--- config.mk ---
export PLATFORM = sky130hd
export DESIGN_NAME = spi_rom_fetch_flat
export DESIGN_NICKNAME = d
export VERILOG_FILES = /design/src/rtl/spi_rom_fetch_if.sv /design/src/rtl/spi_rom_fetch.sv /design/src/flat_wrapper.sv
export SDC_FILE = /design/constraint.sdc
export NUM_CORES = 1
export LEC_CHECK = 0
export BUFFER_PORTS_ARGS = -buffer_cell sky130_fd_sc_hd__buf_2
export CORE_MARGIN = 2
export CORE_UTILIZATION = 50
export CTS_CLUSTER_SIZE = 16
export DETAILED_ROUTE_END_ITERATION = 10
export PLACE_DENSITY = 0.71
export SKIP_CTS_REPAIR_TIMING = 1
export SLEW_MARGIN = 0
export SYNTH_ARGS = -nofsm -noshare
export SYNTH_HDL_FRONTEND = slang
export SYNTH_SLANG_ARGS = --single-unit
--- constraint.sdc ---
create_clock -name clk -period 2.7 [get_ports clk]
set_clock_uncertainty 0.2 [all_clocks]
set_input_delay 0.405 -clock clk [delete_from_list [all_inputs] [get_ports clk]]
set_output_delay 0.405 -clock clk [all_outputs]
set_load 0.1 [all_outputs]
--- src/rtl/spi_rom_fetch_if.sv ---
// Fetch-side handshake between the core's fetch stage and the SPI ROM front end.
interface spi_rom_fetch_if #(
    parameter int ADDR_W = 8
);
    logic              req_i;
    logic [ADDR_W-1:0] req_addr_i;
    logic              flush_i;
    logic [31:0]       instr_o;
    logic              instr_valid_o;
    logic              busy_o;

    modport master (
        output req_i, req_addr_i, flush_i,
        input  instr_o, instr_valid_o, busy_o
    );

    modport slave (
        input  req_i, req_addr_i, flush_i,
        output instr_o, instr_valid_o, busy_o
    );
endinterface

--- src/rtl/spi_rom_fetch.sv ---
// Instruction fetch from SPI NOR flash (READ 0x03, mode 0, SCK = clk/2) with a
// one-entry cache and continuous sequential read while chip select stays low.
//
// state | meaning
// IDLE  | no open flash stream, CS high, waiting for a request
// CSHI  | one-cycle CS deassert before restarting a command
// CMD   | shifting out the 0x03 opcode (8 slots)
// ADDR  | shifting out the 24-bit byte address (24 slots)
// DATA  | shifting in 32 instruction bits
// RESP  | instr_valid pulse, cache update
// HOLD  | response done, stream may still be open for a sequential read
module spi_rom_fetch #(
    parameter int ADDR_W     = 8,
    parameter int DATA_WIDTH = 32
) (
    input  logic          clk,
    input  logic          rstn,
    spi_rom_fetch_if.slave fetch,
    output logic          spi_cs_n_o,
    output logic          spi_sck_o,
    output logic          spi_mosi_o,
    input  logic          spi_miso_i
);

    typedef enum logic [2:0] {
        S_IDLE, S_CSHI, S_CMD, S_ADDR, S_DATA, S_RESP, S_HOLD
    } state_t;

    state_t state, state_next;

    logic [5:0]            cnt, cnt_load;
    logic [31:0]           tx_sh;
    logic [DATA_WIDTH-1:0] rx_sh, rx_next, rx_word, instr_q, cache_data;
    logic [ADDR_W-1:0]     cur_addr, cache_addr, next_addr;
    logic [23:0]           byte_addr;
    logic                  cache_valid, stream_open;
    logic                  accept, hit, seq, slot_end, term;

    assign byte_addr = 24'({fetch.req_addr_i, 2'b00});
    assign next_addr = cache_addr + ADDR_W'(1);
    assign accept    = (state == S_IDLE || state == S_HOLD) && fetch.req_i && !fetch.flush_i;
    assign hit       = cache_valid && (fetch.req_addr_i == cache_addr);
    // The stream position equals the cached address whenever the stream is open.
    assign seq       = (state == S_HOLD) && stream_open && (cache_addr != '1)
                       && (fetch.req_addr_i == next_addr);
    assign slot_end  = ~cnt[0];
    assign term      = (cnt == 6'd0);
    assign rx_next   = {rx_sh[DATA_WIDTH-2:0], spi_miso_i};
    assign rx_word   = {rx_next[7:0], rx_next[15:8], rx_next[23:16], rx_next[31:24]};

    assign fetch.instr_o = instr_q;

    always_ff @(posedge clk) begin
        if (rstn) begin
            state <= S_IDLE;
        end else begin
            state <= state_next;
        end
    end

    always_comb begin
        state_next = state;
        if (fetch.flush_i) begin
            state_next = S_IDLE;
        end else begin
            case (state)
                S_IDLE: if (accept) state_next = hit ? S_RESP : S_CMD;
                S_CSHI: state_next = S_CMD;
                S_CMD:  if (term) state_next = S_ADDR;
                S_ADDR: if (term) state_next = S_DATA;
                S_DATA: if (term) state_next = S_RESP;
                S_RESP: state_next = S_HOLD;
                S_HOLD: begin
                    if (accept) begin
                        if (hit)              state_next = S_RESP;
                        else if (seq)         state_next = S_DATA;
                        else if (stream_open) state_next = S_CSHI;
                        else                  state_next = S_CMD;
                    end
                end
                default: state_next = S_IDLE;
            endcase
        end
    end

    always_comb begin
        spi_cs_n_o          = 1'b1;
        spi_sck_o           = 1'b0;
        spi_mosi_o          = 1'b0;
        fetch.instr_valid_o = 1'b0;
        fetch.busy_o        = 1'b0;
        case (state)
            S_CSHI: fetch.busy_o = 1'b1;
            S_CMD, S_ADDR: begin
                spi_cs_n_o   = 1'b0;
                spi_sck_o    = ~cnt[0];
                spi_mosi_o   = tx_sh[31];
                fetch.busy_o = 1'b1;
            end
            S_DATA: begin
                spi_cs_n_o   = 1'b0;
                spi_sck_o    = ~cnt[0];
                fetch.busy_o = 1'b1;
            end
            S_RESP: begin
                spi_cs_n_o          = ~stream_open;
                fetch.instr_valid_o = 1'b1;
                fetch.busy_o        = 1'b1;
            end
            S_HOLD:  spi_cs_n_o = ~stream_open;
            default: spi_cs_n_o = 1'b1;
        endcase
    end

    always_comb begin
        cnt_load = 6'd0;
        case (state_next)
            S_CMD:   cnt_load = 6'd15;
            S_ADDR:  cnt_load = 6'd47;
            S_DATA:  cnt_load = 6'd63;
            default: cnt_load = 6'd0;
        endcase
    end

    always_ff @(posedge clk) begin
        if (rstn) begin
            cnt         <= 6'd0;
            tx_sh       <= '0;
            rx_sh       <= '0;
            instr_q     <= '0;
            cur_addr    <= '0;
            cache_addr  <= '0;
            cache_data  <= '0;
            cache_valid <= 1'b0;
            stream_open <= 1'b0;
        end else begin
            if (state_next != state) begin
                cnt <= cnt_load;
            end else if (!term) begin
                cnt <= cnt - 6'd1;
            end

            if (accept) begin
                cur_addr <= fetch.req_addr_i;
                tx_sh    <= {8'h03, byte_addr};
            end else if ((state == S_CMD || state == S_ADDR) && slot_end) begin
                tx_sh <= {tx_sh[30:0], 1'b0};
            end

            if (state == S_DATA && slot_end) begin
                rx_sh <= rx_next;
            end

            if (state_next == S_RESP) begin
                instr_q <= (state == S_DATA) ? rx_word : cache_data;
            end

            // Only a completed response touches the cache, so aborted reads never leak in.
            if (state == S_RESP) begin
                cache_addr  <= cur_addr;
                cache_data  <= instr_q;
                cache_valid <= 1'b1;
            end

            if (state == S_CMD) begin
                stream_open <= 1'b1;
            end else if (state == S_IDLE || state == S_CSHI) begin
                stream_open <= 1'b0;
            end
        end
    end

endmodule

--- src/flat_wrapper.sv ---
// flat-port wrapper written by rule: the top's interface ports become plain ports
module spi_rom_fetch_flat 
#(
    parameter int ADDR_W     = 8,
    parameter int DATA_WIDTH = 32
)
  (clk, rstn, spi_cs_n_o, spi_sck_o, spi_mosi_o, spi_miso_i, fetch_req_i, fetch_req_addr_i, fetch_flush_i, fetch_instr_o, fetch_instr_valid_o, fetch_busy_o);
  spi_rom_fetch_if #(.ADDR_W(ADDR_W)) fetch_i ();
  input  logic clk;
  input  logic rstn;
  output logic spi_cs_n_o;
  output logic spi_sck_o;
  output logic spi_mosi_o;
  input  logic spi_miso_i;
  input wire logic [$bits(fetch_i.req_i)-1:0] fetch_req_i;
  input wire logic [$bits(fetch_i.req_addr_i)-1:0] fetch_req_addr_i;
  input wire logic [$bits(fetch_i.flush_i)-1:0] fetch_flush_i;
  output wire logic [$bits(fetch_i.instr_o)-1:0] fetch_instr_o;
  output wire logic [$bits(fetch_i.instr_valid_o)-1:0] fetch_instr_valid_o;
  output wire logic [$bits(fetch_i.busy_o)-1:0] fetch_busy_o;
  assign fetch_i.req_i = fetch_req_i;
  assign fetch_i.req_addr_i = fetch_req_addr_i;
  assign fetch_i.flush_i = fetch_flush_i;
  assign fetch_instr_o = fetch_i.instr_o;
  assign fetch_instr_valid_o = fetch_i.instr_valid_o;
  assign fetch_busy_o = fetch_i.busy_o;
  spi_rom_fetch #(.ADDR_W(ADDR_W), .DATA_WIDTH(DATA_WIDTH)) u_core (.clk(clk), .rstn(rstn), .fetch(fetch_i), .spi_cs_n_o(spi_cs_n_o), .spi_sck_o(spi_sck_o), .spi_mosi_o(spi_mosi_o), .spi_miso_i(spi_miso_i));
endmodule
==> summary.md, run 1 <==
| Metric | Value |
|---|---|
| Outcome | `finished with violations` |
| Failing checks | `setup timing` |
| Final routed wirelength across all metal layers | `16100 µm` |
| Wire length per cell | `approximately 15 µm` |
| Least-Margin Pin Slew | `roughly 0.52 ns` |
| Filler Cells Inserted | `approximately 1100` |
| Number of placed I/O pins | `50` |
| Peak fanout along the critical path | `5` |
| Commonest cells after routing, fill and taps aside | `299 x nand2_1, 149 x dfxtp_1, 109 x a21oi_1, 57 x nor2_1, 55 x buf_4` |
| Period Utilization, post-route | `1.07` |
| Post-synth EDFFs | `0` |
| Number of diodes added for antenna fixing | `0` |
| Vert. Die Dim | `~120 µm` |
| Initial DRT Pass Iterations | `5` |
| RSZ-0062 raised after global routing | `true` |
| Area grow syn2layout | `22.4%` |
| Total routing usage reported by global routing | `0.227` |
| Pins Over Slew Limit | `0` |
| Critical Path AT | `between 2 and 3 ns` |
| Clock tree from TritonCTS | `yes` |
| Placement row count | `between 40 and 50` |
| Start-to-end type of the worst setup path | `flop to flop` |
| Horizontal die dimension | `around 120 µm` |
| Clock Tree Root | `clkbuf_16` |
| Level count of the clock H-tree | `4` |
| Top cell type's share of synthesized area | `0.462` |
| Total leakage power | `2.78 nW` |
| Cell type with the largest total area after synthesis | `dfxtp_1` |
| Largest cells by area after synthesis | `dfxtp_1 46%, nand2_1 17%, a21oi_1 8.6%` |
| Worst slew margin relative to its limit | `0.652` |
| Syn_nets | `roughly 850` |
| Total setup violations reported at the end of the flow | `38` |
| Number of antenna violations at the first check in global routing | `0` |
| Worst min path class | `input pin to flop` |
| Nature of the critical path startpoint | `flop` |
| Remaining global-route overflow | `0` |
| Via count of the first global-routing pass | `around 5600` |
| Cell breakdown of the critical path | `ha_4, xor2_1, or4_4, a221oi_2, o211a_4, o21ai_1, a211oi_4, a211o_1, a221oi_1` |
| Post-layout net count | `917` |
| Starting density of the core | `0.518` |
| Layout Cell Area excl Fill | `8060 µm²` |
| Die Area | `14100 µm²` |
| Maximum resistive drop on vdd | `~0.5 mV` |
| Critical-path top delay cell | `or4_4` |
| Post-synthesis instance area | `approximately 6600 µm²` |
| Minimum setup slack in the final design | `-0.200 ns` |
| Final cell count without fillers | `around 1100` |
| Post-synth ARST share | `0` |
| Number of buffers inserted during clock tree synthesis | `17` |
| Final count of hold timing violations | `0` |
| Input/output buffers | `49` |
| Number of distinct library cells after synthesis | `53` |
| Sink count of the clock tree | `roughly 150` |
| Most used flip-flop cell after synthesis | `dfxtp_1` |
| DRC violation count after routing | `0` |
| Required time at the worst-slack endpoint | `around 2.8 ns` |
| Register bit total from synthesis | `approximately 150` |
| Worst setup EP type | `flop` |
| Share of the yosys chip area belonging to registers | `0.462` |
| CORE AREA | `12700 µm²` |
| Hpwl dp | `10200 µm` |
| Count of routing violations after the opening detailed-route iteration | `between 500 and 600` |
| Maximum frequency from static timing analysis | `roughly 340 MHz` |
| Via density per instance | `5.52` |
| Clock buffer depth | `2` |
| Wire length of the first global-routing pass | `between 20000 and 30000 µm` |
| Placed cell count | `roughly 1000` |
| Pwr per Cell Area | `673 nW/µm²` |
| Placed standard-cell area | `roughly 7300 µm²` |
| Crit-path max cell delay | `0.42 ns` |
| Largest net degree at the start of global routing | `67` |
| Worst-path clk slew | `roughly 0.060 ns` |
| Residual antenna-violating net count after detailed routing | `0` |
| Commonest non-fill, non-tap cell in the layout | `nand2_1` |
| Synth warnings | `0` |
| Mean Syn Cell Area | `7.92 µm²` |
| Reported max-cap violation count | `0` |
| Cell family with most CP delay | `compound AO/OA/AOI/OAI gates` |
| Via count | `5999` |
| Proportion of layout cells with a drive suffix above 1 | `0.216` |
| Global placement routability congestion | `around 0.89` |
| Clock latency reported for the late side of the worst-skew pair | `approximately 0.43 ns` |
| Post-route minimum period | `2.90 ns` |
| Critical path buffer and inverter count | `0` |
| Cell count after synthesis | `832` |
## final cells by class
type | count | area [µm²] | share of cell area
tap | 172 | 215 | 0.0267
sequential | 152 | 3050 | 0.378
clock buffer | 20 | 457 | 0.0566
inverter | 6 | 22.5 | 0.00279
clock inverter | 12 | 138 | 0.0171
timing repair buffer | 111 | 858 | 0.106
multi-input combinational | 613 | 3320 | 0.412
## worst min-delay path, stage by stage
cell and delay, ns:
buf_2 0.12, nand2_1 0.06, a21oi_1 0.05
## final timing paths
check	slack [ns]	cells past startpoint	to	start
setup / recovery	-0.20	9	u_core.cnt[3]	u_core.cache_addr[0]
hold / removal	0.06	3	u_core.rx_sh[0]	spi_miso_i
setup reg to reg	-0.20	9	u_core.cnt[3]	u_core.cache_addr[0]
hold reg to reg	0.25	2	u_core.cache_addr[2]	u_core.cur_addr[2]
## per-stage QoR
stage                     TNS (ns)   util  worst slack (ns)  total power, mW  hold WS (ns)
after CTS                    -7.80  0.622            -0.256             5.43        0.0479
after detailed placement     -8.63  0.576            -0.276             3.05         0.243
after global placement       -7.98  0.576            -0.263             3.03         0.233
after global routing         -9.93  0.634            -0.288             5.62        0.0540
after floorplan            -0.0176      -           -0.0176             2.86         0.222
final                        -6.15  0.634            -0.200             5.43        0.0602
## state kept, by name (all words and copies together), names as in the netlist
| register | flops |
|---|---|
| u_core.rx_sh | 31 |
| u_core.cache_addr | 8 |
| u_core.cache_data | 32 |
| u_core.tx_sh | 30 |
| u_core.cnt | 6 |
| u_core.fetch.instr_o | 32 |
| u_core.cur_addr | 8 |
| u_core.stream_open | 1 |
| u_core.state | 3 |
| u_core.cache_valid | 1 |
## logic make-up after synthesis
logic type | Yosys count | share of synthesized area
AO/OA/AOI/OAI | 185 | 0.212
adder cells (fa/ha/maj) | 3 | 0.00570
flip-flops | 152 | 0.462
buffers and inverters | 68 | 0.0456
AND/OR/NAND/NOR | 408 | 0.254
XOR/XNOR | 16 | 0.0213
## report_power, final
part	internal, mW	total, mW	switching, mW
combinational	0.278	0.695	0.417
sequential	2.30	2.36	0.0505
clock	1.42	2.38	0.957
## per-layer routing
| layer | vias up | GRT usage | share of wire |
|---|---|---|---|
| li1 | 2953 | - | - |
| met1 | 2854 | 0.295 | 0.47 |
| met2 | 162 | 0.362 | 0.46 |
| met3 | 30 | 0.0603 | 0.051 |
| met4 | 0 | 0.0796 | 0.017 |
| met5 | - | 0 | 0 |
## synthesized netlist by cell type, drive strengths merged, types with 2 or more instances
cell type	number
and4b	2
a211oi	2
nand2b	5
nand2	299
nand3	10
buf	11
or4	3
dfxtp	152
nand3b	3
a21o	2
a21oi	113
nand4	3
o211a	3
a311oi	39
nor3	7
nor2b	4
nor2	59
o32ai	2
nor4	4
clkbuf	51
xor2	10
xnor2	6
o21ai	8
a31oi	4
and2	2
inv	5
and3	2
a221oi	4
ha	3
Note: power is estimated with default switching activity, not from simulation.
==> run 2: changes to the inputs <==
PLACE_DENSITY = 0.68   (was 0.71)
clock period = 3.52 ns   (was 2.7 ns; I/O delays follow)
==> summary.md, run 2 (same netlist as run 1, synthesis figures left out) <==
| Metric | Value |
|---|---|
| Clock latency reported for the late side of the worst-skew pair | `0.42 ns (about the same)` |
| Count of routing violations after the opening detailed-route iteration | `482 (-6.4%)` |
| Residual antenna-violating net count after detailed routing | `0 (unchanged)` |
| Logic depth of the worst register-to-register path | `10 (+1)` |
| Number of buffers inserted during clock tree synthesis | `17 (unchanged)` |
| Reported max-cap violation count | `0 (unchanged)` |
| Worst setup EP type | `flop` |
| Largest net degree at the start of global routing | `134 (+100%)` |
| Wire length of the first global-routing pass | `25200 µm (-3.6%)` |
| Sink count of the clock tree | `152 (unchanged)` |
| Post-layout net count | `871 (-5.0%)` |
| Placement row count | `41 (unchanged)` |
| Hpwl dp | `9240 µm (-9.9%)` |
| Hold Path Sink | `u_core.rx_sh[0]` |
| Pwr per Cell Area | `559 nW/µm² (-17%)` |
| Number of antenna violations at the first check in global routing | `0 (unchanged)` |
| Clock Tree Root | `clkbuf_16` |
| Comb power frac | `0.104 (-0.024)` |
| Hold Path Origin | `spi_miso_i` |
| Number of diodes added for antenna fixing | `0 (unchanged)` |
| Final cell count without fillers | `1039 (-4.3%)` |
| Remaining global-route overflow | `0 (unchanged)` |
| Placed cell count | `1008 (-3.9%)` |
| Switching power total | `1.04 mW (-27%)` |
| Pre-CTS WS | `0.221 ns (+0.497 ns)` |
| Placed standard-cell area | `6930 µm² (-5.3%)` |
| Worst hold path stage count | `3 (unchanged)` |
| Sequential power share | `0.428 (-0.006)` |
| Reg-to-reg endpoint | `u_core.fetch.instr_o[17]` |
| Total routing usage reported by global routing | `0.216 (-0.0107)` |
| Nature of the critical path startpoint | `flop` |
| Area grow syn2layout | `15.0%` |
| Critical Path AT | `3.26 ns (+0.29 ns)` |
| Commonest non-fill, non-tap cell in the layout | `nand2_1` |
| Start-to-end type of the worst setup path | `flop to flop` |
| RSZ-0062 raised after global routing | `false` |
| Horizontal die dimension | `119 µm (unchanged)` |
| Required time at the worst-slack endpoint | `3.65 ns (+0.88 ns)` |
| Internal power contribution | `3.20 mW (-20%)` |
| Design Power | `4.23 mW (-22%)` |
| Initial DRT Pass Iterations | `5 (unchanged)` |
| Worst-path clk slew | `0.06 ns (about the same)` |
| Final routed wirelength across all metal layers | `15100 µm (-6.6%)` |
| Wire length per cell | `14.5 µm (-2.4%)` |
| Layout Cell Area excl Fill | `7580 µm² (-6.0%)` |
| Post-route minimum period | `3.13 ns (+0.233 ns)` |
| Post-route setup TNS | `0 ns (+6.15 ns)` |
| Input/output buffers | `49 (unchanged)` |
| Minimum setup slack in the final design | `0.387 ns (+0.587 ns)` |
| Period Utilization, post-route | `0.890 (-0.184)` |
| Worst slew margin relative to its limit | `0.507 (-0.145)` |
| R2R Setup Slk | `0.39 ns (+0.59 ns)` |
| Starting density of the core | `0.518 (unchanged)` |
| Level count of the clock H-tree | `4 (unchanged)` |
| Final core utilization | `0.596 (-0.0383)` |
| Proportion of layout cells with a drive suffix above 1 | `0.158 (-0.0575)` |
| Via count of the first global-routing pass | `5233 (-5.9%)` |
| Commonest cells after routing, fill and taps aside | `299 x nand2_1, 152 x dfxtp_1, 113 x a21oi_1, 57 x nor2_1, 48 x buf_2` |
| Number of placed I/O pins | `50 (unchanged)` |
| DRC violation count after routing | `0 (unchanged)` |
| Clock buffer depth | `2 (unchanged)` |
| Tightest hold margin | `0.164 ns (+0.104 ns)` |
| Global placement routability congestion | `0.852 (-3.8%)` |
| Maximum frequency from static timing analysis | `319 MHz (-7.4%)` |
| CORE AREA | `12700 µm² (unchanged)` |
| Clock tree from TritonCTS | `yes` |
| Pins Over Slew Limit | `0 (unchanged)` |
| Total setup violations reported at the end of the flow | `0 (-100%)` |
| Final count of hold timing violations | `0 (unchanged)` |
| Worst min path class | `input pin to flop` |
| Via density per instance | `5.52 (-0.15%)` |
| Switching power share of the total | `0.245 (-0.0175)` |
| Source of the worst register-to-register timing path | `u_core.cache_addr[0]` |
| Outcome | `completed` |
| Clock share of power | `0.468 (+0.030)` |
| Via count | `5731 (-4.5%)` |
| Total leakage power | `2.53 nW (-9.0%)` |
| Peak fanout along the critical path | `64 (+59)` |
| Maximum resistive drop on vdd | `0.439 mV (-12%)` |
| Least-Margin Pin Slew | `0.740 ns (+0.215 ns)` |
| Vert. Die Dim | `119 µm (unchanged)` |
| Die Area | `14100 µm² (unchanged)` |
==> run 2: area by class of cell <==
type | instances | area (µm²)
repair buffers | 66 | 400
fillers | 1157 | 5140
multi-input cells | 612 | 3250
inverters | 6 | 22.5
well taps | 172 | 215
flip-flops and latches | 152 | 3040
clock buffers | 22 | 484
clock inverters | 9 | 161
==> run 2: metal layers <==
metal,routed length [µm],global-route usage,up-vias
li1,-,-,2859
met5,0,0,-
met2,7260,0.353,125
met3,617,0.0439,20
met1,7010,0.288,2727
met4,191,0.0625,0
==> run 2: power by group through the flow <==
stage / sequential [mW] / combinational (mW) / clock (mW)
after floorplan: 1.84 / 0.352 / 0
after global placement: 1.85 / 0.427 / 0
after detailed placement: 1.85 / 0.434 / 0
after CTS: 1.81 / 0.436 / 2.00
after global routing: 1.82 / 0.488 / 2.09
final: 1.81 / 0.438 / 1.98
==> run 2: worst max-delay path: stages (launching register included) <==
cell and delay (ns):
dfxtp_1 0.32, ha_1 0.30, o21ba_2 0.23, a221o_1 0.36, a221oi_2 0.27, o211a_4 0.23
a2bb2oi_4 0.17, and4b_2 0.28, buf_12 0.32, nor2_1 0.09, a311oi_2 0.25
==> run 2: how the worst max path moves through the flow <==
stage / from / to / slack, ns / cells past startpoint
2_1_floorplan: u_core.state[0] / spi_sck_o / 0.07 / 6
3_3_place_gp: fetch_req_addr_i[3] / u_core.fetch.instr_o[22] / 0.31 / 10
3_5_place_dp: fetch_req_addr_i[3] / u_core.fetch.instr_o[28] / 0.22 / 10
4_1_cts: u_core.cache_addr[0] / u_core.fetch.instr_o[1] / 0.40 / 10
5_1_grt: u_core.cache_addr[0] / u_core.fetch.instr_o[9] / 0.21 / 10
6_report: u_core.cache_addr[0] / u_core.fetch.instr_o[17] / 0.39 / 10
